`src/rtl/mps_boot_loader.sv`:
```
// mps_boot_loader: framed byte-stream loader for the MPS instruction memory.
// Frame: 0xA5 sync, word count N, N*B payload bytes (LSB first), XOR checksum.
// The CPU is held in reset while loading and released only on a good checksum.
//
// Handshake: a byte moves on a rising clock edge when in_valid && in_ready.
// in_valid/in_data are owned by the sender and must stay stable until the
// transfer edge; in_ready is 1 in every state after reset, so the loader
// never back-pressures and sustains one byte per cycle.
module mps_boot_loader #(
  parameter int ADDR_WIDTH = 8,
  parameter int DATA_WIDTH = 16,
  parameter int TIMEOUT    = 1023
) (
  input  logic                  clock,
  input  logic                  nreset,
  input  logic                  in_valid,
  input  logic [7:0]            in_data,
  output logic                  in_ready,
  output logic                  imem_we,
  output logic [ADDR_WIDTH-1:0] imem_waddr,
  output logic [DATA_WIDTH-1:0] imem_wdata,
  output logic                  cpu_nreset,
  output logic                  load_done,
  output logic                  load_error,
  output logic [2:0]            fsm_state
);

  localparam int B  = DATA_WIDTH / 8;
  localparam int BW = (B > 1) ? $clog2(B) : 1;
  localparam int IW = $clog2(TIMEOUT + 1);
  localparam logic [7:0] SYNC = 8'hA5;

  typedef enum logic [2:0] {
    S_IDLE  = 3'd0,
    S_LEN   = 3'd1,
    S_DATA  = 3'd2,
    S_CSUM  = 3'd3,
    S_RUN   = 3'd4,
    S_ERROR = 3'd5
  } state_t;

  state_t                state;
  logic [7:0]            len;
  logic [ADDR_WIDTH-1:0] word_idx;
  logic [BW-1:0]         byte_cnt;
  logic [7:0]            csum;
  // Lower B-1 byte lanes of the word being assembled; the top lane is taken
  // straight from in_data when the word completes.
  logic [DATA_WIDTH-9:0] word_buf;
  logic [IW-1:0]         idle_cnt;

  logic xfer;
  logic in_frame;
  logic timeout_hit;

  assign xfer        = in_valid && in_ready;
  assign in_frame    = (state == S_LEN) || (state == S_DATA) || (state == S_CSUM);
  // A transfer in the same cycle always beats the timeout.
  assign timeout_hit = in_frame && !xfer && (idle_cnt == IW'(TIMEOUT - 1));
  assign fsm_state   = state;

  // Idle counter: counts cycles without a transfer while inside a frame.
  always_ff @(posedge clock or negedge nreset) begin
    if (!nreset) begin
      idle_cnt <= '0;
    end else if (!in_frame || xfer || timeout_hit) begin
      idle_cnt <= '0;
    end else begin
      idle_cnt <= idle_cnt + 1'b1;
    end
  end

  // Main loader FSM with all outputs registered alongside the state.
  always_ff @(posedge clock or negedge nreset) begin
    if (!nreset) begin
      state      <= S_IDLE;
      len        <= '0;
      word_idx   <= '0;
      byte_cnt   <= '0;
      csum       <= '0;
      word_buf   <= '0;
      in_ready   <= 1'b0;
      imem_we    <= 1'b0;
      imem_waddr <= '0;
      imem_wdata <= '0;
      cpu_nreset <= 1'b0;
      load_done  <= 1'b0;
      load_error <= 1'b0;
    end else begin
      in_ready <= 1'b1;
      imem_we  <= 1'b0;
      if (timeout_hit) begin
        state      <= S_ERROR;
        cpu_nreset <= 1'b0;
        load_done  <= 1'b0;
        load_error <= 1'b1;
      end else begin
        case (state)
          S_IDLE: begin
            if (xfer && in_data == SYNC) state <= S_LEN;
          end
          S_LEN: begin
            if (xfer) begin
              len      <= in_data;
              word_idx <= '0;
              byte_cnt <= '0;
              csum     <= '0;
              state    <= (in_data == 8'd0) ? S_CSUM : S_DATA;
            end
          end
          S_DATA: begin
            if (xfer) begin
              csum <= csum ^ in_data;
              if (byte_cnt == BW'(B - 1)) begin
                imem_we    <= 1'b1;
                imem_waddr <= word_idx;
                imem_wdata <= {in_data, word_buf};
                word_idx   <= word_idx + 1'b1;
                byte_cnt   <= '0;
                if (word_idx == ADDR_WIDTH'(len - 8'd1)) state <= S_CSUM;
              end else begin
                for (int i = 0; i < B - 1; i++) begin
                  if (byte_cnt == BW'(i)) word_buf[8*i +: 8] <= in_data;
                end
                byte_cnt <= byte_cnt + 1'b1;
              end
            end
          end
          S_CSUM: begin
            if (xfer) begin
              if (in_data == csum) begin
                state      <= S_RUN;
                cpu_nreset <= 1'b1;
                load_done  <= 1'b1;
              end else begin
                state      <= S_ERROR;
                load_error <= 1'b1;
              end
            end
          end
          S_RUN: begin
            if (xfer && in_data == SYNC) begin
              state      <= S_LEN;
              cpu_nreset <= 1'b0;
              load_done  <= 1'b0;
            end
          end
          S_ERROR: begin
            if (xfer && in_data == SYNC) begin
              state      <= S_LEN;
              load_error <= 1'b0;
            end
          end
          default: begin
            state      <= S_IDLE;
            cpu_nreset <= 1'b0;
            load_done  <= 1'b0;
            load_error <= 1'b0;
          end
        endcase
      end
    end
  end

endmodule
```
`config.mk`:
```
export PLATFORM = sky130hd
export DESIGN_NAME = mps_boot_loader
export DESIGN_NICKNAME = d
export VERILOG_FILES = /design/src/rtl/mps_boot_loader.sv
export SDC_FILE = /design/constraint.sdc
export NUM_CORES = 1
export LEC_CHECK = 0
export CORE_ASPECT_RATIO = 0.6
export CORE_MARGIN = 2
export CORE_UTILIZATION = 40
export CTS_BUF_LIST = sky130_fd_sc_hd__clkbuf_4 sky130_fd_sc_hd__clkbuf_8 sky130_fd_sc_hd__clkbuf_16
export CTS_CLUSTER_SIZE = 28
export DETAILED_ROUTE_END_ITERATION = 10
export PLACE_DENSITY_LB_ADDON = 0.1
export SLEW_MARGIN = 25
export SYNTH_ARGS = -nofsm -noshare
export SYNTH_HDL_FRONTEND = slang
export SYNTH_SLANG_ARGS = --single-unit
```
`constraint.sdc`:
```
create_clock -name clock -period 3.5 [get_ports clock]
set_input_delay 0.7 -clock clock [delete_from_list [all_inputs] [get_ports clock]]
set_output_delay 0.7 -clock clock [all_outputs]
set_load 0.01 [all_outputs]
```
==> results_dict.tcl <==
set metrics [dict create \
    dieArea_sq_um 9629 \
    drt_iter0_markers 221 \
    holdCritPathClass "input pin to asynchronous set/reset pin" \
    yosys_warnings 0 \
    critPathSlowestCell "or4_4" \
    cts_max_level 3 \
    synth_edf_count 0 \
    slew_viol_final 0 \
    ys_ff_latch 74 \
    required_ns 3.71 \
    max_freq_mhz 390.0 \
    crit_arrival_ns 2.77 \
    critPathMaxFanout 7 \
    synth_cell_types 45 \
    cts_hold_buf 0 \
    routabilityCongestion 0.8464 \
    route.detailed.drc 0 \
    row_count 26 \
    wl_per_cell_um 16.20 \
    finalCritPeriodShare 0.7326 \
    cts_tree "yes" \
    chipWidth_um 125.4 \
    setup_viol 0 \
    async_flop_share 1.000 \
    synth_top_area_frac 0.5239 \
    worst_pin_slew_ns 0.6904 \
    syn-num-nets 332 \
    synth-seq-area-share 0.5239 \
    dp_hpwl_um 5203 \
    peakVddDrop_v 0.0002464 \
    start_util 0.4131 \
    routed_wirelength_um 7745 \
    ff2ff_path_depth 4 \
    rsz0062_at_grt "false" \
    grt_pass1_wl_um 13150 \
    cts_resized 0 \
    netlist_instances 317 \
    synth_area_leaders "dfrtp_1 52%, mux2_2 11%, xnor2_1 5.2%" \
    cts_sinks 74 \
    drive_gt1_frac 0.1831 \
    drt_pass1_iterations 4 \
    synth_area_sq_um 3535 \
    path_class "input pin to flop" \
    ys.flop_type "dfrtp_1" \
    cap_viol_max_count 0 \
    tns_ns 0 \
    dieHeight_um 76.82 \
    cts.path.max_buffers 2 \
    p_leak_nw 1.943 \
    critPathMaxStageDelay_ns 0.65 \
    antenna_cells 0 \
    cp-end-kind "flop" \
    hold_viol_final 0 \
    io_buffers 42 \
    outcome "finished, final reports clean" \
    dp.cells 463 \
    layout.cells.non_filler 478 \
    cts_made_buffers 9 \
    insertion_delay_ns 0.34 \
    fin_nets 377 \
    fp.coreArea_sq_um 8556 \
    regToRegEndpoint "word_buf[5]$_DFFE_PN0P_" \
    worst_setup_path_start_kind "input pin" \
    cts-root-buf "clkbuf_16" \
    vias 2469 \
    cp.buffers_inverters 1 \
    path_cells "clkdlybuf4s50_1, or4_4, o41ai_1, a211oi_1, a21oi_1, o21ai_1" \
    final.min_clock_period_ns 2.564 \
    fin_skew_ns 0.007776 \
    antenna_found_initial 0 \
    power_density_nw_per_um2 683.2 \
    avgSynthCellArea_sq_um 11.15 \
    first_global_vias 2424 \
    hold-worst-slack_ns 0.3888 \
    syn2layout_area_growth_pct 23.61 \
    grt_max_degree 75 \
    fillerInstances 768 \
    synth_commonest_cells "74 x dfrtp_1, 34 x mux2_2, 34 x nor2_1, 21 x xnor2_1, 19 x o21ai_0" \
    slew_headroom 0.5367 \
    cts_setup_buffers 0 \
    clk_pin_slew_ns 0.06 \
    r2r_slack_ns 1.31 \
    r2r_start "fsm_state[1]$_DFFE_PN0P_" \
    ant_nets 0 \
    viasPerCell 5.165 \
    gr-total-overflow 0 \
    synth.most_common_cell "dfrtp_1" \
    synth_area_leader_cell "dfrtp_1" \
    ioPinCount 43 \
    grt_use_total 0.1770 \
    critPathTopFamily "compound AO/OA/AOI/OAI gates" \
]
## cells in the final DEF (no fill, tap or decap), types with 2 or more instances in the layout
cell type and n:
dfrtp_1 74, clkdlybuf4s50_1 41, nor2_1 34, mux2_2 34, xnor2_1 21, o21ai_0 19
nand2_1 17, xor2_1 14, nand3_1 10, clkbuf_16 9, nand4_1 7, o21ai_1 7
a21oi_1 7, nand2b_1 7, nor3_1 6, inv_1 5, mux2_1 5, buf_4 5
and3_1 4, ha_1 4, nand3b_1 3, nor3_4 2, a31oi_1 2, clkbuf_4 2
clkinv_2 2
## registers in the layout (all words and copies together), names as in the netlist, 3 cells and up
name,cells
imem_wdata,16
idle_cnt,10
csum,8
imem_waddr,8
len,8
word_buf,8
word_idx,8
fsm_state,3
## through the flow
stage,util,instance area [sq um],worst slack (ns),power [W]
2_1_floorplan,-,3535,1.418,0.001796
3_3_place_gp,0.4759,4071,0.7227,0.002067
3_5_place_dp,0.4759,4071,0.6054,0.002080
4_1_cts,0.5102,4365,0.9700,0.003018
5_1_grt,0.5107,4369,0.7904,0.003180
6_report,0.5107,4369,0.9360,0.002985
## kinds of logic (layout without fill, tap and decap cells)
kind of cell / count (synthesis) / in the layout / synth area share
AND/OR/NAND/NOR: 101 / 101 / 0.1529
flip-flops: 74 / 74 / 0.5239
buffers and inverters: 18 / 67 / 0.02195
other: 1 / 1 / 0.001061
adder cells (fa/ha/maj): 4 / 4 / 0.01416
multiplexers: 40 / 40 / 0.1271
AO/OA/AOI/OAI: 44 / 44 / 0.07221
XOR/XNOR: 35 / 35 / 0.08673
## routing by layer
metal / share of wire / up-vias / track usage
met5: 0 / - / 0
met4: 0.0056 / 0 / 0.05889
met3: 0.043 / 5 / 0.05373
met2: 0.38 / 51 / 0.2163
met1: 0.57 / 1225 / 0.2863
li1: - / 1188 / -
## power breakdown
group          total (W)  leakage (nW)  switching, W  internal (W)
logic           0.000798         0.795      0.000393      0.000406
clock network   0.000920         0.149      0.000339      0.000581
registers        0.00127         0.999      0.000222       0.00104
total            0.00298          1.94      0.000954       0.00203
## how the worst max path moves through the flow
stage,from,end,cells past startpoint
floorplan,in_valid,word_buf[1]$_DFFE_PN0P_,5
detailed placement,in_data[1],fsm_state[0]$_DFFE_PN0P_,6
global route,in_data[1],fsm_state[0]$_DFFE_PN0P_,6
finish,in_data[1],fsm_state[0]$_DFFE_PN0P_,6
global placement,in_data[1],fsm_state[0]$_DFFE_PN0P_,6
CTS,in_data[1],fsm_state[0]$_DFFE_PN0P_,6
## cell type report
| class | count | area (sq um) | area share |
|---|---|---|---|
| Clock inverter | 3 | 40.04 | 0.009164 |
| Timing Repair Buffer | 47 | 459.2 | 0.1051 |
| Clock buffer | 12 | 254.0 | 0.05813 |
| Inverter | 5 | 18.77 | 0.004296 |
| Tap cell | 112 | 140.1 | 0.03207 |
| Multi-Input combinational cell | 225 | 1605 | 0.3674 |
| Sequential cell | 74 | 1852 | 0.4238 |
Note: power is estimated with default switching activity, not from simulation.
